===== config.mk =====
export PLATFORM = sky130hd
export DESIGN_NAME = nibble_serial_adder_flat
export DESIGN_NICKNAME = d
export VERILOG_FILES = /design/src/rtl/nibble_serial_adder_if.sv /design/src/rtl/nibble_serial_adder.sv /design/src/flat_wrapper.sv
export SDC_FILE = /design/constraint.sdc
export NUM_CORES = 1
export LEC_CHECK = 0
export CAP_MARGIN = 20
export CORE_MARGIN = 3
export CORE_UTILIZATION = 25
export DETAILED_ROUTE_END_ITERATION = 16
export PLACE_DENSITY_LB_ADDON = 0.1
export SYNTH_ARGS = -nofsm -noshare
export SYNTH_HDL_FRONTEND = slang
export SYNTH_HIERARCHICAL = 1
export SYNTH_SLANG_ARGS = --single-unit

===== constraint.sdc =====
create_clock -name clk -period 6.3 [get_ports clk]
set_input_delay 1.89 -clock clk [delete_from_list [all_inputs] [get_ports clk]]
set_output_delay 1.89 -clock clk [all_outputs]
set_load 0.05 [all_outputs]

===== src/rtl/nibble_serial_adder_if.sv =====
// Handshake bundle for nibble_serial_adder.
// The producer side (in_*) and consumer side (out_*) share one interface
// so a single port connects the adder to its neighbours.
interface nibble_serial_adder_if #(
    parameter int NIBBLES = 4
);
    localparam int W = 4 * NIBBLES;

    logic         in_valid;
    logic         in_ready;
    logic [W-1:0] a;
    logic [W-1:0] b;
    logic         cin;
    logic         out_valid;
    logic         out_ready;
    logic [W-1:0] sum;
    logic         cout;
    logic         ovf;
    logic         busy;

    // Seen from the adder: operands and out_ready come in, results go out.
    modport slave (
        input  in_valid, a, b, cin, out_ready,
        output in_ready, out_valid, sum, cout, ovf, busy
    );

    // Seen from the surrounding logic that feeds and drains the adder.
    modport master (
        output in_valid, a, b, cin, out_ready,
        input  in_ready, out_valid, sum, cout, ovf, busy
    );
endinterface


===== src/rtl/nibble_serial_adder.sv =====
// Multi-cycle wide adder: one 4-bit ripple slice per clock, least
// significant nibble first, with the carry held in a register between
// slices so no wide carry chain exists.

// 4-bit ripple-carry adder slice used once per cycle by the serial adder.
module ripple_carry_adder (
    input  logic [3:0] i_a,
    input  logic [3:0] i_b,
    input  logic       i_cin,
    output logic [3:0] o_sum,
    output logic       o_cout
);
    // Bit-serial carry ripple through four full adders.
    always_comb begin
        logic w_c;
        w_c   = i_cin;
        o_sum = '0;
        for (int k = 0; k < 4; k++) begin
            o_sum[k] = i_a[k] ^ i_b[k] ^ w_c;
            w_c      = (i_a[k] & i_b[k]) | (w_c & (i_a[k] ^ i_b[k]));
        end
        o_cout = w_c;
    end
endmodule

module nibble_serial_adder #(
    parameter int NIBBLES = 4
) (
    input  logic                  clk,
    input  logic                  rst,
    nibble_serial_adder_if.slave  bus
);
    localparam int W  = 4 * NIBBLES;
    localparam int IW = $clog2(NIBBLES);
    localparam logic [IW-1:0] LAST_IDX = IW'(NIBBLES - 1);

    typedef enum logic [1:0] {
        IDLE,
        RUN,
        DONE
    } state_t;

    state_t        r_state;
    state_t        w_nextState;

    logic [W-1:0]  r_aCap;
    logic [W-1:0]  r_bCap;
    logic          r_carry;
    logic [IW-1:0] r_idx;
    logic [W-1:0]  r_sum;
    logic          r_cout;
    logic          r_ovf;

    logic [IW+1:0] w_base;
    logic [3:0]    w_aNib;
    logic [3:0]    w_bNib;
    logic [3:0]    w_sNib;
    logic          w_cNib;
    logic          w_lastNib;

    assign w_base    = {r_idx, 2'b00};
    assign w_aNib    = r_aCap[w_base +: 4];
    assign w_bNib    = r_bCap[w_base +: 4];
    assign w_lastNib = (r_idx == LAST_IDX);

    ripple_carry_adder u_rca (
        .i_a    (w_aNib),
        .i_b    (w_bNib),
        .i_cin  (r_carry),
        .o_sum  (w_sNib),
        .o_cout (w_cNib)
    );

    // State register; reset always lands in IDLE and aborts any operation.
    always_ff @(posedge clk) begin
        if (rst) begin
            r_state <= IDLE;
        end else begin
            r_state <= w_nextState;
        end
    end

    // Next-state decode: accept in IDLE, walk the nibbles in RUN, hold in DONE.
    always_comb begin
        w_nextState = r_state;
        case (r_state)
            IDLE:    if (bus.in_valid)  w_nextState = RUN;
            RUN:     if (w_lastNib)     w_nextState = DONE;
            DONE:    if (bus.out_ready) w_nextState = IDLE;
            default:                    w_nextState = IDLE;
        endcase
    end

    // Datapath: capture operands on accept, then fold one nibble per cycle.
    always_ff @(posedge clk) begin
        if (rst) begin
            r_aCap  <= '0;
            r_bCap  <= '0;
            r_carry <= 1'b0;
            r_idx   <= '0;
            r_sum   <= '0;
            r_cout  <= 1'b0;
            r_ovf   <= 1'b0;
        end else begin
            case (r_state)
                IDLE: begin
                    if (bus.in_valid) begin
                        r_aCap  <= bus.a;
                        r_bCap  <= bus.b;
                        r_carry <= bus.cin;
                        r_idx   <= '0;
                        r_sum   <= '0;
                    end
                end
                RUN: begin
                    r_sum[w_base +: 4] <= w_sNib;
                    r_carry            <= w_cNib;
                    if (w_lastNib) begin
                        r_cout <= w_cNib;
                        r_ovf  <= (r_aCap[W-1] ~^ r_bCap[W-1]) & (w_sNib[3] ^ r_aCap[W-1]);
                    end else begin
                        r_idx <= r_idx + 1'b1;
                    end
                end
                default: begin
                end
            endcase
        end
    end

    // Outputs are decoded from registers only; rst forces them to their idle values.
    assign bus.in_ready  = ~rst & (r_state == IDLE);
    assign bus.out_valid = ~rst & (r_state == DONE);
    assign bus.busy      = ~rst & ((r_state == RUN) | (r_state == DONE));
    assign bus.sum       = rst ? '0 : r_sum;
    assign bus.cout      = ~rst & r_cout;
    assign bus.ovf       = ~rst & r_ovf;
endmodule


===== src/flat_wrapper.sv =====
// flat-port wrapper written by rule: the top's interface ports become plain ports
module nibble_serial_adder_flat 
#(
    parameter int NIBBLES = 4
)
  (clk, rst, bus_in_valid, bus_a, bus_b, bus_cin, bus_out_ready, bus_in_ready, bus_out_valid, bus_sum, bus_cout, bus_ovf, bus_busy);
  nibble_serial_adder_if #(.NIBBLES(NIBBLES)) bus_i ();
  input  logic clk;
  input  logic rst;
  input wire logic [$bits(bus_i.in_valid)-1:0] bus_in_valid;
  input wire logic [$bits(bus_i.a)-1:0] bus_a;
  input wire logic [$bits(bus_i.b)-1:0] bus_b;
  input wire logic [$bits(bus_i.cin)-1:0] bus_cin;
  input wire logic [$bits(bus_i.out_ready)-1:0] bus_out_ready;
  output wire logic [$bits(bus_i.in_ready)-1:0] bus_in_ready;
  output wire logic [$bits(bus_i.out_valid)-1:0] bus_out_valid;
  output wire logic [$bits(bus_i.sum)-1:0] bus_sum;
  output wire logic [$bits(bus_i.cout)-1:0] bus_cout;
  output wire logic [$bits(bus_i.ovf)-1:0] bus_ovf;
  output wire logic [$bits(bus_i.busy)-1:0] bus_busy;
  assign bus_i.in_valid = bus_in_valid;
  assign bus_i.a = bus_a;
  assign bus_i.b = bus_b;
  assign bus_i.cin = bus_cin;
  assign bus_i.out_ready = bus_out_ready;
  assign bus_in_ready = bus_i.in_ready;
  assign bus_out_valid = bus_i.out_valid;
  assign bus_sum = bus_i.sum;
  assign bus_cout = bus_i.cout;
  assign bus_ovf = bus_i.ovf;
  assign bus_busy = bus_i.busy;
  nibble_serial_adder #(.NIBBLES(NIBBLES)) u_core (.clk(clk), .rst(rst), .bus(bus_i));
endmodule

==> results of run 1 <==
## layout make-up
type                    count  share of cell area (%)
clock buffers               5                    1.96
repair buffers             61                    17.5
multi-input cells         215                    41.0
clock inverters             3                    1.25
well taps                 136                    4.85
inverters                  19                    2.03
flip-flops and latches     55                    31.4
## per-stage QoR
| step | setup WS, ns | utilization, % | area (sq um) | total power, uW |
|---|---|---|---|---|
| 6_report | 1.16 | 33.7 | 3510 | 1030 |
| 5_1_grt | 1.02 | 33.7 | 3510 | 1110 |
| 3_3_place_gp | 1.14 | 32.3 | 3370 | 792 |
| 2_1_floorplan | 1.28 | - | 2690 | 690 |
| 4_1_cts | 1.11 | 33.4 | 3480 | 1030 |
| 3_5_place_dp | 1.11 | 32.3 | 3370 | 792 |
## worst min-delay path, cell delays in order, from the launching register on
cell and delay (ns):
dfxtp_1 0.32, nand2_1 0.05, a21oi_1 0.05
## layout by cell type, fill, tap and decap left out, types with 6 or more instances in the layout
cell             Yosys  routed
nor2b_1             29      29
mux2_2               8       8
o31ai_1              6       6
mux4_2               8       8
clkdlybuf4s50_1      0      56
nand2_1             69      69
inv_1               19      19
dfxtp_1             55      55
nand2b_1             8       8
o21ai_0             10      10
a21oi_1             37      37
ha_1                10      10
## layer usage
metal  GRT usage (%)  part of all wire [%]  wire, um
met4            2.67                  0.49        31
met3            2.70                   4.8       306
met1            15.2                    47      3030
met2            18.4                    47      3020
met5               0                     0         0
## kinds of logic after synthesis
logic type                 Yosys count  synth area share [%]
and+or+nand+nor                    123                  22.2
AOI/OAI and AO/OA                   58                  12.1
DFF                                 55                  40.9
buffers and inverters               38                  5.67
muxes                               20                  11.5
adders and majority gates           14                  7.62
## state kept, by name (all words and copies together), names as in the netlist
name	cells
u_core/r_aCap	16
u_core/r_bCap	16
u_core/r_carry	1
u_core/r_state	2
u_core/r_cout	1
u_core/r_ovf	1
u_core/r_idx	2
u_core/r_sum	16
## power by group through the flow
stage	logic, uW	registers [uW]	clock network (uW)
after floorplan	272	418	0
after CTS	369	416	248
after global routing	426	421	263
final	374	415	236
after global placement	369	423	0
after detailed placement	368	424	0
## how the worst max path moves through the flow
stage | from | end | slack [ns] | cells after the start
after floorplan | rst | bus_busy | 1.28 | 4
after global placement | rst | bus_sum[3] | 1.14 | 3
after detailed placement | rst | bus_sum[13] | 1.11 | 3
after CTS | rst | bus_sum[3] | 1.11 | 3
after global routing | rst | bus_sum[13] | 1.02 | 3
final | rst | bus_sum[13] | 1.16 | 3
==> flow_metrics.env, run 1 <==
export IMPL_syn_num_nets=359
export IMPL_syn_to_final_growth_pct=30.3
export IMPL_dp_cells=485
export IMPL_ys_types=28
export IMPL_reg2reg_to="u_core/r_sum[15]$_SDFFE_PP0P_"
export IMPL_core_area_sq_mm=0.0104
export IMPL_hold_violations=0
export IMPL_worstSetupPathType="input pin to output port"
export IMPL_synth_common_cells="nand2_1, dfxtp_1, a21oi_1, nor2b_1, inv_1"
export IMPL_p_per_area_mw_per_mm2=292
export IMPL_crit_chain="buf_2, nor2b_1, clkdlybuf4s50_1"
export IMPL_detail_route_wl_per_cell_um=12.9
export IMPL_rows=37
export IMPL_ant_nets=0
export IMPL_setup_viol=0
export IMPL_cts_sinks=55
export IMPL_pwr_share_seq_pct=40.5
export IMPL_initial_core_util_pct=25.8
export IMPL_cts_buffer_depth=2
export IMPL_die_area_sq_mm=0.0121
export IMPL_drive_gt1_share_pct=8.66
export IMPL_cts_setup_buffers=0
export IMPL_postSynth_asyncResetShare_pct=0
export IMPL_multi_input_area_sq_mm=0.00144
export IMPL_cts_hold_fix_buffers=0
export IMPL_hold_path_end="u_core/r_aCap[1]$_SDFFE_PP0P_"
export IMPL_tns_ns=0
export IMPL_h_tree_depth=2
export IMPL_swShare_pct=35.2
export IMPL_via_per_inst=4.34
export IMPL_grt_util_all_layers_pct=11.3
export IMPL_ys_flop_type="dfxtp_1"
export IMPL_ir_worst_vdd_uv=114
export IMPL_synth_top_area_share_pct=40.9
export IMPL_die_y_um=110
export IMPL_ys_ff_latch=55
export IMPL_dr_pass1_iters=4
export IMPL_die_w_um=110
export IMPL_cp_required_ns=4.41
export IMPL_p_comb_share_pct=36.5
export IMPL_slew_headroom_pct=29.3
export IMPL_fillers=1111
export IMPL_fin_crit_sh_pct=81.7
export IMPL_path_buf_inv=2
export IMPL_rsz0062_at_grt="false"
export IMPL_clkPwrFrac_pct=23.0
export IMPL_cts_reportedPaths_clkPinSlew_ns=0.10
export IMPL_layout_nets=408
export IMPL_yosysMostFrequentCell="nand2_1"
export IMPL_leakagePower_uw=0.00129
export IMPL_synth_area_sq_mm=0.00269
export IMPL_io_buffers=57
export IMPL_max_freq_ghz=0.194
export IMPL_holdPathStages=2
export IMPL_num_antenna_cells=0
export IMPL_gp_congestion=0.716
export IMPL_endpoint_kind="output port"
export IMPL_p_switching_uw=361
export IMPL_ff_latch_area_sq_mm=0.00110
export IMPL_start_kind="input pin"
export IMPL_synth_area_leader_cell="dfxtp_1"
export IMPL_cp_max_fo=30
export IMPL_pin_count=58
export IMPL_syn_area_per_cell_sq_um=8.74
export IMPL_skew_ns=0.0119
export IMPL_power_internal_uw=665
export IMPL_grt_pass1_vias=2141
export IMPL_synthCells=308
export IMPL_layout_cells_non_filler=494
export IMPL_cp_top_family="buffers and inverters"
export IMPL_cpPeakStageDelay_ns=0.83
export IMPL_yosysSeqAreaShare_pct=40.9
export IMPL_cts_tree="built"
export IMPL_first_iter_violations=105
export IMPL_gr_total_overflow=0
export IMPL_cts_resized=0
export IMPL_vias=2146
export IMPL_timing_hold_worst_class="flip-flop to flip-flop"
export IMPL_synth_edf_count=0
export IMPL_cp_slowest_cell="clkdlybuf4s50_1"
export IMPL_drv_slew=0
export IMPL_cap_violations=0
export IMPL_arrival_ns=3.25
export IMPL_worstMarginPinSlew_ns=1.06
export IMPL_period_needed_ns=5.14
export IMPL_grt_max_degree=38
export IMPL_rrSetupSlack_ns=2.81
export IMPL_holdWs_ns=0.457
export IMPL_synth_area_leaders="dfxtp_1, nand2_1, a21oi_1, nor2b_1, mux4_2"
export IMPL_hold_start="u_core/r_aCap[1]$_SDFFE_PP0P_"
export IMPL_antenna_found_initial=0
export IMPL_grt_pass1_wl_um=10600
export IMPL_hpwl_um=4520
export IMPL_yosys_warnings=6
export IMPL_root_buffer="clkbuf_8"
export IMPL_r2r_start="u_core/r_idx[1]$_SDFFE_PP0P_"
export IMPL_drt_wl_total_um=6390
export IMPL_drc=0
export IMPL_status="finished, final reports clean"
export IMPL_cts_buffers=5
export IMPL_clock_latency_ns=0.31
export IMPL_rr_worst_depth=12
No activity file was read; power rests on OpenSTA's default activity.
==> run 2, diff against run 1 <==
clock period = 4.8 ns   (was 6.3 ns; I/O delays follow)
==> run 2 against run 1 <==
Die area did not move. Cell count rose by 0.40%. Routed wire length fell by 0.30%. Via count rose by 1.5%. Largest power group unchanged. Register-to-register slack got worse by 1.5 ns. Sequential share of layout area fell by 0.12 points. Count of clock-buffer cells in the layout did not move. Global-route usage fell by 0.14 points. Sequential cell count did not move. Combinational power rose by 30%. Total power rose by 33%.
==> flow_metrics.env, run 2 (synthesized netlist as in run 1, its figures left out) <==
export IMPL_status="finished, final reports clean"
export IMPL_rsz0062_at_grt="false"
export IMPL_start_kind="input pin"
export IMPL_rows=37
export IMPL_arrival_ns=2.74
export IMPL_layout_common_cells="nand2_1, dfxtp_1, clkdlybuf4s50_1"
export IMPL_root_buffer="clkbuf_8"
export IMPL_timing_hold_worst_class="flip-flop to flip-flop"
export IMPL_die_w_um=110
export IMPL_cp_max_fo=26
export IMPL_detail_route_wl_per_cell_um=12.8
export IMPL_slew_headroom_pct=63.9
export IMPL_r2r_start="u_core/r_idx[0]$_SDFFE_PP0P_"
export IMPL_io_buffers=57
export IMPL_hold_start="u_core/r_bCap[1]$_SDFFE_PP0P_"
export IMPL_crit_chain="buf_2, nor2b_1, clkdlybuf4s50_1"
export IMPL_dr_pass1_iters=4
export IMPL_p_per_area_mw_per_mm2=386
export IMPL_antenna_found_initial=0
export IMPL_reg2reg_to="u_core/r_sum[15]$_SDFFE_PP0P_"
export IMPL_setup_viol=0
export IMPL_grt_pass1_wl_um=10600
export IMPL_cts_tree="built"
export IMPL_drc=0
export IMPL_worstSetupPathType="input pin to output port"
export IMPL_drv_slew=0
export IMPL_skew_ns=0.00921
export IMPL_num_antenna_cells=0
export IMPL_cts_buffer_depth=2
export IMPL_reg_top3="u_core/r_aCap: 16 flops, u_core/r_bCap: 16 flops, u_core/r_sum: 16 flops"
export IMPL_cts_hold_fix_buffers=0
export IMPL_max_freq_ghz=0.239
export IMPL_initial_core_util_pct=25.8
export IMPL_cp_required_ns=3.36
export IMPL_worstMarginPinSlew_ns=0.542
export IMPL_syn_to_final_growth_pct=30.9
export IMPL_layout_cells_non_filler=496
export IMPL_rr_worst_depth=12
export IMPL_hold_violations=0
export IMPL_period_needed_ns=4.18
export IMPL_holdPathStages=2
export IMPL_gr_total_overflow=0
export IMPL_ir_worst_vdd_uv=129
export IMPL_cap_violations=0
export IMPL_core_area_sq_mm=0.0104
export IMPL_clock_latency_ns=0.31
export IMPL_cts_sinks=55
export IMPL_cts_buffers=5
export IMPL_tns_ns=0
export IMPL_die_y_um=110
export IMPL_grt_util_all_layers_pct=11.2
export IMPL_drive_gt1_share_pct=9.72
export IMPL_cts_reportedPaths_clkPinSlew_ns=0.10
export IMPL_holdWs_ns=0.460
export IMPL_via_per_inst=4.39
export IMPL_first_iter_violations=79
export IMPL_gp_congestion=0.756
export IMPL_fin_crit_sh_pct=87.0
export IMPL_die_area_sq_mm=0.0121
export IMPL_cts_resized=0
export IMPL_pin_count=58
export IMPL_ant_nets=0
export IMPL_cpPeakStageDelay_ns=0.83
export IMPL_leakagePower_uw=0.00131
export IMPL_dp_cells=487
export IMPL_grt_max_degree=42
export IMPL_endpoint_kind="output port"
export IMPL_drt_wl_total_um=6370
export IMPL_layout_commonest_cell="nand2_1"
export IMPL_cp_slowest_cell="clkdlybuf4s50_1"
export IMPL_rrSetupSlack_ns=1.36
export IMPL_h_tree_depth=2
export IMPL_hpwl_um=4630
export IMPL_layout_nets=410
export IMPL_cts_setup_buffers=0
export IMPL_grt_pass1_vias=2143
export IMPL_hold_path_end="u_core/r_bCap[1]$_SDFFE_PP0P_"
export IMPL_vias=2178
## run 2: changes by cell type in the layout (fill, tap and decap cells not counted), sizes merged
cell / before / now
buf: 5 / 9
clkdlybuf4s50: 56 / 54
clkinv: 2 / 1
inv: 19 / 20
## run 2: worst max-delay path by stage
stage / end / startpoint / cells after the start / slack, ns
after global routing: bus_sum[8] / rst / 3 / 0.53
after global placement: bus_sum[2] / rst / 3 / 0.63
after floorplan: bus_busy / rst / 4 / 0.68
after detailed placement: bus_sum[9] / rst / 3 / 0.60
final: bus_sum[9] / rst / 3 / 0.62
after CTS: bus_sum[9] / rst / 3 / 0.60
## run 2: per-layer routing
metal / vias to the layer above / global-route usage [%] / routed length, um
met3: 2 / 2.52 / 369
met1: 1001 / 15.3 / 2970
li1: 1125 / - / -
met4: 0 / 2.94 / 33
met2: 50 / 17.8 / 3000
met5: - / 0 / 0
## run 2: area by class of cell
class / instances / area (sq um)
well taps: 136 / 170
inverters: 19 / 71.3
repair buffers: 63 / 626
fillers: 1113 / 6890
multi-input cells: 215 / 1440
clock inverters: 3 / 47.5
flip-flops and latches: 55 / 1100
clock buffers: 5 / 68.8
## run 2: worst max-delay path: cells and delay by family
kind | cells | cell delay, ns
buffers and inverters | 2 | 1.07
AND/OR/NAND/NOR | 1 | 0.22
## run 2: per-stage QoR
step | power (uW) | utilization (%) | worst slack, ns | area [sq um]
after floorplan | 905 | - | 0.683 | 2690
after global placement | 1040 | 32.4 | 0.634 | 3380
after detailed placement | 1040 | 32.4 | 0.605 | 3380
after CTS | 1360 | 33.6 | 0.604 | 3500
after global routing | 1460 | 33.8 | 0.530 | 3520
final | 1360 | 33.8 | 0.622 | 3520
## run 2: report_power, final
group          switching [uW]  leakage, uW  internal (uW)
registers                36.5     0.000449            514
clock network             162    0.0000587            158
logic                     283     0.000801            205
==> run 3, diff against run 2 <==
ABC_AREA = 1   (was not set)
CTS_CLUSTER_SIZE = 28   (was not set)
==> run 3 against run 2 <==
Non-clock buffer count down 2. Largest power group is now combinational cells. Routed wire length is 12% higher. Clock power up 29%. Sequential share of layout area shrank 2.9 points.
==> flow_metrics.env, run 3 <==
export IMPL_status="finished, final reports clean"
export IMPL_cap_violations=0
export IMPL_die_w_um=112
export IMPL_synth_common_cells="nor2_1, nand2_1, dfxtp_1, o21ai_0, inv_1"
export IMPL_tns_ns=0
export IMPL_crit_start="rst"
export IMPL_cts_reportedPaths_clkPinSlew_ns=0.07
export IMPL_grt_max_degree=55
export IMPL_fin_crit_sh_pct=87.2
export IMPL_synthCells=431
export IMPL_grt_pass1_vias=2521
export IMPL_synth_edf_count=0
export IMPL_first_iter_violations=69
export IMPL_layout_commonest_cell="nor2_1"
export IMPL_syn_to_final_growth_pct=37.2
export IMPL_ys_types=23
export IMPL_cp_required_ns=3.36
export IMPL_num_antenna_cells=0
export IMPL_yosys_warnings=6
export IMPL_pin_count=58
export IMPL_cts_resized=0
export IMPL_vias=2669
export IMPL_fillers=1240
export IMPL_ys_flop_type="dfxtp_1"
export IMPL_endpoint_kind="output port"
export IMPL_syn_num_nets=482
export IMPL_grt_pass1_wl_um=11900
export IMPL_drv_slew=0
export IMPL_cts_setup_buffers=0
export IMPL_antenna_found_initial=0
export IMPL_leakagePower_uw=0.00170
export IMPL_drive_gt1_share_pct=8.32
export IMPL_cts_buffers=5
export IMPL_yosysSeqAreaShare_pct=38.9
export IMPL_hold_violations=0
export IMPL_h_tree_depth=2
export IMPL_skew_ns=0.00515
export IMPL_max_freq_ghz=0.239
export IMPL_postSynth_asyncResetShare_pct=0
export IMPL_worstSetupPathType="input pin to output port"
export IMPL_hold_start="u_core/r_bCap[9]$_SDFFE_PP0P_"
export IMPL_rsz0062_at_grt="false"
export IMPL_clock_latency_ns=0.29
export IMPL_rrSetupSlack_ns=1.21
export IMPL_hold_path_end="u_core/r_bCap[9]$_SDFFE_PP0P_"
export IMPL_holdPathStages=2
export IMPL_reg_top3="u_core/r_aCap: 16 flops, u_core/r_bCap: 16 flops, u_core/r_sum: 16 flops"
export IMPL_cp_max_fo=14
export IMPL_die_area_sq_mm=0.0126
export IMPL_cts_tree="built"
export IMPL_drc=0
export IMPL_period_needed_ns=4.18
export IMPL_rows=38
export IMPL_root_buffer="clkbuf_16"
export IMPL_slew_headroom_pct=39.2
export IMPL_synth_top_area_share_pct=38.9
export IMPL_gr_total_overflow=0
export IMPL_dpl_cell_area_sq_mm=0.00371
export IMPL_initial_core_util_pct=25.9
export IMPL_ys_ff_latch=55
export IMPL_yosysMostFrequentCell="nor2_1"
export IMPL_holdWs_ns=0.482
export IMPL_gp_congestion=0.766
export IMPL_die_y_um=112
export IMPL_ir_worst_vdd_uv=186
export IMPL_ant_nets=0
export IMPL_drt_wl_total_um=7150
export IMPL_rr_worst_depth=18
export IMPL_cts_buffer_depth=2
export IMPL_via_per_inst=4.30
export IMPL_cts_sinks=55
export IMPL_detail_route_wl_per_cell_um=11.5
export IMPL_r2r_start="u_core/r_idx[0]$_SDFFE_PP0P_"
export IMPL_reg2reg_to="u_core/r_sum[7]$_SDFFE_PP0P_"
export IMPL_arrival_ns=2.74
export IMPL_synth_area_leaders="dfxtp_1, nor2_1, o21ai_0, nand2_1, inv_1"
export IMPL_cts_hold_fix_buffers=0
export IMPL_start_kind="input pin"
export IMPL_core_area_sq_mm=0.0109
export IMPL_io_buffers=57
export IMPL_p_per_area_mw_per_mm2=615
export IMPL_worstMarginPinSlew_ns=0.912
export IMPL_layout_common_cells="nor2_1, nand2_1, dfxtp_1"
export IMPL_setup_viol=0
export IMPL_synth_area_sq_mm=0.00283
export IMPL_grt_util_all_layers_pct=11.4
export IMPL_synth_area_leader_cell="dfxtp_1"
export IMPL_syn_area_per_cell_sq_um=6.56
export IMPL_layout_nets=531
export IMPL_timing_hold_worst_class="flip-flop to flip-flop"
export IMPL_fin_area_sq_mm=0.00388
export IMPL_hpwl_um=5220
export IMPL_dr_pass1_iters=4
-- run 3: changes by cell type in the layout (fill, tap and decap cells not counted), sizes merged, moves of 6 or more --
cell and change:
o31ai -6, a21oi -31, nor2 +146, clkdlybuf4s50 -18, buf +16, o21ai +41
inv +30, o22ai +8, nand2 -8, mux4 -8, nand3 +10, nor2b -29
nand2b -8, mux2 -8
-- run 3: worst max-delay path, cell delays in order --
cell             delay (ns)
clkdlybuf4s50_1        0.62
buf_4                  0.30
nor2_1                 0.21
buf_12                 0.17
-- run 3: cell type report --
class,count,area (sq um),share of cell area [%]
well taps,140,175,4.51
repair buffers,61,798,20.6
inverters,51,191,4.93
clock inverters,3,43.8,1.13
multi-input cells,306,1450,37.3
flip-flops and latches,55,1100,28.4
clock buffers,5,125,3.22
-- run 3: how the worst max path moves through the flow --
stage / end / slack [ns] / cells after the start
floorplan: bus_sum[11] / 1.03 / 2
global placement: bus_sum[4] / 0.60 / 4
detailed placement: bus_in_ready / 0.57 / 4
CTS: bus_in_ready / 0.57 / 4
global route: bus_sum[4] / 0.54 / 4
finish: bus_in_ready / 0.62 / 4
-- run 3: where the power goes --
group          switching [uW]  leakage (uW)  internal [uW]
clock network             165     0.0000838            246
registers                58.2      0.000454            595
logic                     841       0.00116            480
-- run 3: cell families (layout without fill, tap and decap cells) --
kind of cell	Yosys count	in the layout	share of synthesized area (%)
AND/OR/NAND/NOR	226	226	31.7
buffers and inverters	70	120	9.95
AO/OA/AOI/OAI	66	66	12.2
flip-flops	55	55	38.9
adder cells (fa/ha/maj)	14	14	7.25
-- run 3: through the flow --
stage / worst slack, ns / total power (uW) / std cells / utilization (%)
floorplan: 1.03 / 1570 / 431 / -
global placement: 0.603 / 1980 / 613 / 33.9
detailed placement: 0.572 / 2000 / 613 / 33.9
CTS: 0.571 / 2420 / 621 / 35.5
global route: 0.539 / 2620 / 621 / 35.5
finish: 0.616 / 2390 / 621 / 35.5
-- run 3: layer usage --
metal  up-vias  global-route usage, %  routed length (um)
met4         0                   2.40                  30
li1       1425                      -                   -
met1      1189                   14.4                3280
met3         2                   1.89                 275
met2        53                   20.4                3560
met5         -                      0                   0
